===== config.mk =====
export PLATFORM = sky130hd
export DESIGN_NAME = rv_decode
export DESIGN_NICKNAME = d
export VERILOG_FILES = /design/src/rtl/rv_decode_pkg.sv /design/src/rtl/rv_decode_imm_gen.sv /design/src/rtl/rv_decode.sv
export SDC_FILE = /design/constraint.sdc
export NUM_CORES = 1
export LEC_CHECK = 0
export CELL_PAD_IN_SITES_DETAIL_PLACEMENT = 0
export CELL_PAD_IN_SITES_GLOBAL_PLACEMENT = 1
export CORE_UTILIZATION = 32
export DETAILED_ROUTE_END_ITERATION = 6
export PLACE_DENSITY_LB_ADDON = 0.12
export SETUP_SLACK_MARGIN = 0.15
export SLEW_MARGIN = 20
export SYNTH_ARGS = -nofsm -noshare
export SYNTH_HDL_FRONTEND = slang
export SYNTH_HIERARCHICAL = 1
export SYNTH_SLANG_ARGS = --single-unit

===== constraint.sdc =====
create_clock -name clock -period 1.41 [get_ports clock]
set_input_delay 0.2115 -clock clock [delete_from_list [all_inputs] [get_ports clock]]
set_output_delay 0.2115 -clock clock [all_outputs]
set_load 0.02 [all_outputs]

===== src/rtl/rv_decode_pkg.sv =====
// Shared opcodes, ALU operation codes and the decoded-control record for rv_decode.
package rv_decode_pkg;

    localparam logic [6:0] OPC_R      = 7'b0110011;
    localparam logic [6:0] OPC_IMM    = 7'b0010011;
    localparam logic [6:0] OPC_LOAD   = 7'b0000011;
    localparam logic [6:0] OPC_STORE  = 7'b0100011;
    localparam logic [6:0] OPC_BRANCH = 7'b1100011;
    localparam logic [6:0] OPC_JAL    = 7'b1101111;
    localparam logic [6:0] OPC_JALR   = 7'b1100111;
    localparam logic [6:0] OPC_LUI    = 7'b0110111;

    localparam logic [5:0] ALU_ADD    = 6'b000000;
    localparam logic [5:0] ALU_SUB    = 6'b001000;
    localparam logic [5:0] ALU_SRA    = 6'b001101;
    localparam logic [5:0] ALU_JUMP   = 6'b011111;
    localparam logic [5:0] ALU_BRANCH = 6'b010000;

    localparam logic [31:0] NOP = 32'h00000013;

    typedef struct packed {
        logic        wb_sel;
        logic [4:0]  read_sel1;
        logic [4:0]  read_sel2;
        logic [4:0]  write_sel;
        logic        wen;
        logic [31:0] imm32;
        logic        op_b_sel;
        logic [5:0]  alu_ctrl;
        logic        mem_wen;
    } dec_t;

endpackage


===== src/rtl/rv_decode_imm_gen.sv =====
// RV32I immediate generator: picks the I/S/B/U/J format from the opcode and sign-extends.
module rv_decode_imm_gen
    import rv_decode_pkg::*;
(
    input  logic [31:0] instr_i,
    output logic [31:0] imm_o
);

    logic [6:0] opcode;
    assign opcode = instr_i[6:0];

    always_comb begin
        imm_o = '0;
        case (opcode)
            OPC_IMM, OPC_LOAD, OPC_JALR:
                imm_o = {{20{instr_i[31]}}, instr_i[31:20]};
            OPC_STORE:
                imm_o = {{20{instr_i[31]}}, instr_i[31:25], instr_i[11:7]};
            OPC_BRANCH:
                imm_o = {{19{instr_i[31]}}, instr_i[31], instr_i[7], instr_i[30:25],
                         instr_i[11:8], 1'b0};
            OPC_LUI:
                imm_o = {instr_i[31:12], 12'b0};
            OPC_JAL:
                imm_o = {{11{instr_i[31]}}, instr_i[31], instr_i[19:12], instr_i[20],
                         instr_i[30:21], 1'b0};
            default: imm_o = '0;
        endcase
    end

endmodule


===== src/rtl/rv_decode.sv =====
// RV32I decoder: combinational field/control decode feeding a single output register stage.
module rv_decode
    import rv_decode_pkg::*;
(
    input  logic        clock,
    input  logic        reset,
    input  logic [31:0] instruction,
    output logic        wb_sel,
    output logic [4:0]  read_sel1,
    output logic [4:0]  read_sel2,
    output logic [4:0]  write_sel,
    output logic        wEn,
    output logic [31:0] imm32,
    output logic        op_B_sel,
    output logic [5:0]  ALU_Control,
    output logic        mem_wEn
);

    logic [6:0]  opcode;
    logic [2:0]  funct3;
    logic        funct7_5;
    logic [31:0] imm_w;
    dec_t        dec_d, dec_q;

    assign opcode   = instruction[6:0];
    assign funct3   = instruction[14:12];
    assign funct7_5 = instruction[30];

    rv_decode_imm_gen u_imm_gen (
        .instr_i (instruction),
        .imm_o   (imm_w)
    );

    always_comb begin
        dec_d           = '0;
        dec_d.read_sel1 = instruction[19:15];
        dec_d.read_sel2 = instruction[24:20];
        dec_d.write_sel = instruction[11:7];
        // imm_gen already yields zero for R-type and unsupported opcodes.
        dec_d.imm32     = imm_w;
        case (opcode)
            OPC_R: begin
                dec_d.wen      = 1'b1;
                dec_d.alu_ctrl = {2'b00, funct7_5, funct3};
            end
            OPC_IMM: begin
                dec_d.wen      = 1'b1;
                dec_d.op_b_sel = 1'b1;
                dec_d.alu_ctrl = (funct3 == 3'b101 && funct7_5) ? ALU_SRA : {3'b000, funct3};
            end
            OPC_LOAD: begin
                dec_d.wen      = 1'b1;
                dec_d.op_b_sel = 1'b1;
                dec_d.wb_sel   = 1'b1;
                dec_d.alu_ctrl = ALU_ADD;
            end
            OPC_STORE: begin
                dec_d.op_b_sel = 1'b1;
                dec_d.mem_wen  = 1'b1;
                dec_d.alu_ctrl = ALU_ADD;
            end
            OPC_BRANCH: begin
                dec_d.alu_ctrl = ALU_BRANCH | {3'b000, funct3};
            end
            OPC_JAL, OPC_JALR: begin
                dec_d.wen      = 1'b1;
                dec_d.op_b_sel = 1'b1;
                dec_d.alu_ctrl = ALU_JUMP;
            end
            OPC_LUI: begin
                // rs1 forced to x0 so the ALU produces x0 + imm.
                dec_d.read_sel1 = '0;
                dec_d.wen       = 1'b1;
                dec_d.op_b_sel  = 1'b1;
                dec_d.alu_ctrl  = ALU_ADD;
            end
            default: ;
        endcase
    end

    always_ff @(posedge clock) begin
        if (reset) begin
            dec_q <= '0;
        end else begin
            dec_q <= dec_d;
        end
    end

    assign wb_sel      = dec_q.wb_sel;
    assign read_sel1   = dec_q.read_sel1;
    assign read_sel2   = dec_q.read_sel2;
    assign write_sel   = dec_q.write_sel;
    assign wEn         = dec_q.wen;
    assign imm32       = dec_q.imm32;
    assign op_B_sel    = dec_q.op_b_sel;
    assign ALU_Control = dec_q.alu_ctrl;
    assign mem_wEn     = dec_q.mem_wen;

endmodule


# --- Yosys cells after proc, flatten, opt, wreduce, memory -nomap -nowiden ---
# Index checks and enable logic that the tools add are counted.
word_totals:
  reg_bits: 57
  input_bits: 34
  elab_cells: 31
op_classes:
  eq_ne: 9
  muxes: 7
  reduce_logical: 6
op_table:
  columns: ["operator", "n"]
  rows:
  - ["$pmux 32 s5", 1]
  - ["$eq 7x6->1 const B", 3]
  - ["$eq 7x7->1 const B", 3]
  - ["$pmux 5 s4", 1]
  - ["$reduce_or 6->1", 2]
  - ["$eq 7x2->1 const B", 1]
  - ["$eq 7x5->1 const B", 1]
  - ["$mux 1", 4]
  - ["$mux 4", 1]
  - ["$reduce_or 2->1", 2]
  - ["$eq 3x3->1 const B", 1]
  - ["$reduce_or 3->1", 1]
  - ["$logic_and 1x1->1", 1]

# --- Longest topological paths before layout ---
logic_depth:
  ltp_word: 4
  depth_mapped: 6

# --- By module ---
# Netlist, hierarchy kept.
by_module_without_submodules:
  columns: ["module", "n_inst", "cells_per_inst", "area_per_inst_um2", "seq_area_each_um2"]
  rows:
  - ["rv_decode", 1, 144, 1710.4, 1121.1]
  - ["rv_decode_imm_gen", 1, 85, 644.4, 0.0]

# --- Least setup slack after synthesis ---
# No wires, ideal clock.
synth_path:
  kind: "input to register"
  start: "input instruction[3]"
  end: "register dec_q, in the netlist imm32[20]"
  arrival_time_ns: 1.173
  required_ns: 1.282
  path_slack_ns: 0.109
  path_stages: 6
  path_buffers: 2
  path_cell_list: "buf_4 -> nand2b_1 -> a32oi_4 -> buf_6 -> o21ai_2 -> nor2b_1"
synth_rtl:
  columns: ["element", "line", "source"]
  rows:
  - ["start: declaration", "rv_decode.sv:7", "input logic [31:0] instruction,"]
  - ["end signal: assignment", "rv_decode.sv:83", "dec_q <= '0;"]
  - ["end signal: assignment", "rv_decode.sv:85", "dec_q <= dec_d;"]
  - ["end: declaration", "rv_decode.sv:23", "dec_t dec_d, dec_q;"]

==> summary.md <==
| Metric | Value |
|---|---|
| Gr ovfl total | `0` |
| Syn nets | `263` |
| Startpoint types | `input port` |
| Final routed DRC violation total | `0` |
| DRT iter0 DRCs | `67` |
| HP Start | `instruction[5]` |
| Post-synth EDFFs | `0` |
| Status | `completed` |
| HPWL after DPL | `4.15 mm` |
| Synthesized cell area | `2350 um2` |
| N_diodes | `0` |
| Cells after DPL | `423` |
| Total power | `3.04 mW` |
| Antenna violations before repair | `0` |
| Yosys top cell area share | `47.6%` |
| Clk sinks | `56` |
| Nets | `374` |
| Clock share of power | `30.7%` |
| Syn Area/Cell | `10.3 um2` |
| First-pass GRT wire length | `8.91 mm` |
| IO Port Bufs | `89` |
| Initial core utilization | `33.9%` |
| Max Slew Vio Count | `0` |
| Final worst slack | `0.185 ns` |
| Period Utilization, post-route | `86.9%` |
| Num CTS Buffers | `5` |
| Detail Route Antenna Nets | `0` |
| Core ar. | `6940 um2` |
| Worst Hold Depth | `3` |
| Post-Layout Cell Count | `437` |
| Sw power | `781 uW` |
| Crit Path Max Fanout | `8` |
| Max Root-Sink Buffers | `2` |
| Worst min path class | `in2reg` |
| Fillers | `677` |
| Pwr Density | `842 nW/um2` |
| Proportion of synthesized area in mux cells | `0%` |
| Total die area | `7710 um2` |
| Syn Inst Count | `229` |
| Vias in the first global route | `1,781` |
| Root buf cell | `clkbuf_8` |
| Hold Vio Cnt, Final | `0` |
| H-tree depth | `2` |
| Largest family of logic cells by synthesized area | `simple AND/OR/NAND/NOR gates` |
| Yosys warnings | `6` |
| CP required | `1.61 ns` |
| Pre-antenna DRT Iters | `4` |
| Top FF cell, synth | `dfxtp_1` |
| Comb pwr share | `16.0%` |
| Largest net degree at the start of global routing | `27` |
| Die X | `87.8 um` |
| Maximum vdd ir drop | `0.000404 V` |
| RSZ-0062 raised after global routing | `false` |
| WHS | `0.281 ns` |
| Vert. Die Dim | `87.8 um` |
| Worst Hold Path EP | `wb_sel$_SDFF_PP0_` |
| Routed len/inst | `13.3 um` |
| Share of cells above drive strength 1 | `22.6%` |
| Total track usage | `14.9%` |
| Seq/Total Area, Yosys | `47.6%` |
| Final-report setup violation count | `0` |
| I/O pins | `91` |
| #FFs+latches synth | `56` |
| Ranking of synthesized cells by area | `dfxtp_1 48%, nor2b_1 13%, o21ai_2 3.7%` |
| Post-Synth XOR/XNOR Area | `0%` |
| Most frequent cell after synthesis | `dfxtp_1` |
| Critical path class | `in2reg` |
| Vias per cell | `4.59` |
| Sequential share of power | `53.3%` |
| Yosys top cell by area | `dfxtp_1` |
| Fin crit period | `1.22 ns` |
| Row count | `30` |
| CTS clock-pin slew for the worst setup and hold paths | `0.10 ns` |
| Top post-synthesis cells by count | `56 x dfxtp_1, 49 x nor2b_1, 14 x nand3_1` |
| Vias after detailed routing | `2,006` |
| Fmax achieved | `816 MHz` |
| Switching share of power | `25.7%` |
| Maxcap violations | `0` |
| Synth Area in Compound Gates | `16.5%` |
| Post-synth cell types | `50` |
| Adder-Cell Fraction of Synth Area | `0%` |
| Ys async rst share | `0%` |
| Finished Core Util | `52.1%` |
| Simple-Gate Fraction of Synth Area | `31.3%` |
| Dpl ws | `-0.468 ns` |
| Final RePlAce weighted congestion | `0.771` |
| Leak | `1.71 nW` |
| CP arrival | `1.43 ns` |
| Total wire length | `5.82 mm` |
| Area growth, synth to finish | `53.7%` |
| Internal power | `2.26 mW` |
| CP endpoint kind | `flop` |
| TritonCTS clock tree | `built` |
-- worst max path at each step --
stage | slack, ns | depth (start not counted) | end | from
6_report | 0.19 | 6 | imm32[22]$_SDFF_PP0_ | instruction[0]
5_1_grt | 0.15 | 1 | imm32[21] | imm32[21]$_SDFF_PP0_
4_1_cts | 0.16 | 6 | imm32[14]$_SDFF_PP0_ | instruction[6]
3_5_place_dp | -0.47 | 6 | imm32[14]$_SDFF_PP0_ | instruction[6]
3_3_place_gp | -0.47 | 6 | imm32[14]$_SDFF_PP0_ | instruction[6]
2_1_floorplan | 0.17 | 5 | imm32[0]$_SDFF_PP0_ | instruction[3]
-- stage by stage --
stage | TNS, ns | area, um2
2_1_floorplan | 0 | 2350
3_3_place_gp | -16.87 | 3510
3_5_place_dp | -16.73 | 3510
4_1_cts | 0 | 3560
5_1_grt | 0 | 3620
6_report | 0 | 3620
-- cells by family (layout without fill, tap and decap cells) --
| group | after synthesis | after routing |
|---|---|---|
| AOI/OAI and AO/OA | 44 | 44 |
| other | 1 | 1 |
| buffers and inverters | 18 | 130 |
| DFF | 56 | 56 |
| and+or+nand+nor | 110 | 110 |
-- power by group through the flow --
| stage | clock [mW] | combinational, mW | sequential [mW] |
|---|---|---|---|
| floorplan | 0 | 0.170 | 1.71 |
| global placement | 0 | 0.494 | 1.66 |
| detailed placement | 0 | 0.493 | 1.66 |
| CTS | 0.981 | 0.475 | 1.62 |
| global route | 1.05 | 0.524 | 1.63 |
| finish | 0.935 | 0.487 | 1.62 |
-- layout by cell type (no fill, tap or decap), drive strengths merged, types with 2 or more instances in the layout --
master	synthesis	routed
nor2b	49	49
a22o	4	4
a32oi	2	2
a21oi	7	7
nand2	6	6
clkdlybuf4s50	0	24
nor3	4	4
a32o	2	2
and4b	3	3
nand2b	4	4
dlygate4sd2	0	56
nand3	14	14
nand4b	2	2
nor2	3	3
dfxtp	56	56
a31oi	2	2
and3b	4	4
and3	2	2
a21o	8	8
inv	1	2
o21ai	13	13
nand4	3	3
nor4	2	2
nor3b	2	2
and2	7	7
buf	9	34
clkbuf	8	9
clkdlybuf4s15	0	3
-- final cells by class --
class	count	area [um2]	share of cell area, %
multi-input combinational	155	1160	32.1
sequential	56	1120	31.0
timing repair buffer	121	1110	30.8
tap	96	120	3.32
clock buffer	6	82.6	2.28
clock inverter	2	13.8	0.380
inverter	1	3.75	0.104
-- layer usage --
| layer | wire, um | global-route usage, % | vias to the layer above |
|---|---|---|---|
| li1 | - | - | 1020 |
| met1 | 2860 | 20.9 | 921 |
| met2 | 2570 | 23.0 | 60 |
| met3 | 341 | 3.49 | 5 |
| met4 | 57 | 4.02 | 0 |
| met5 | 0 | 0 | - |
-- worst max-delay path: stages --
cell	delay [ns]
clkdlybuf4s15_1	0.23
and4b_4	0.26
a32oi_4	0.33
clkbuf_16	0.23
o21ai_2	0.05
nor2b_1	0.12
-- state kept, by name (all words and copies together) (netlist names) --
register / flops
imm32: 32
ALU_Control: 5
read_sel1: 5
read_sel2: 5
write_sel: 5
mem_wEn: 1
op_B_sel: 1
wEn: 1
wb_sel: 1
-- timing repair --
item	4_1_cts	5_1_grt
buffers inserted	1	3
gates resized for setup	72	17
hold buffers	0	0
gates cloned	1	1
pin swaps	7	5
endpoints found under the setup margin	100	29
Note: power is estimated with default switching activity, not from simulation.
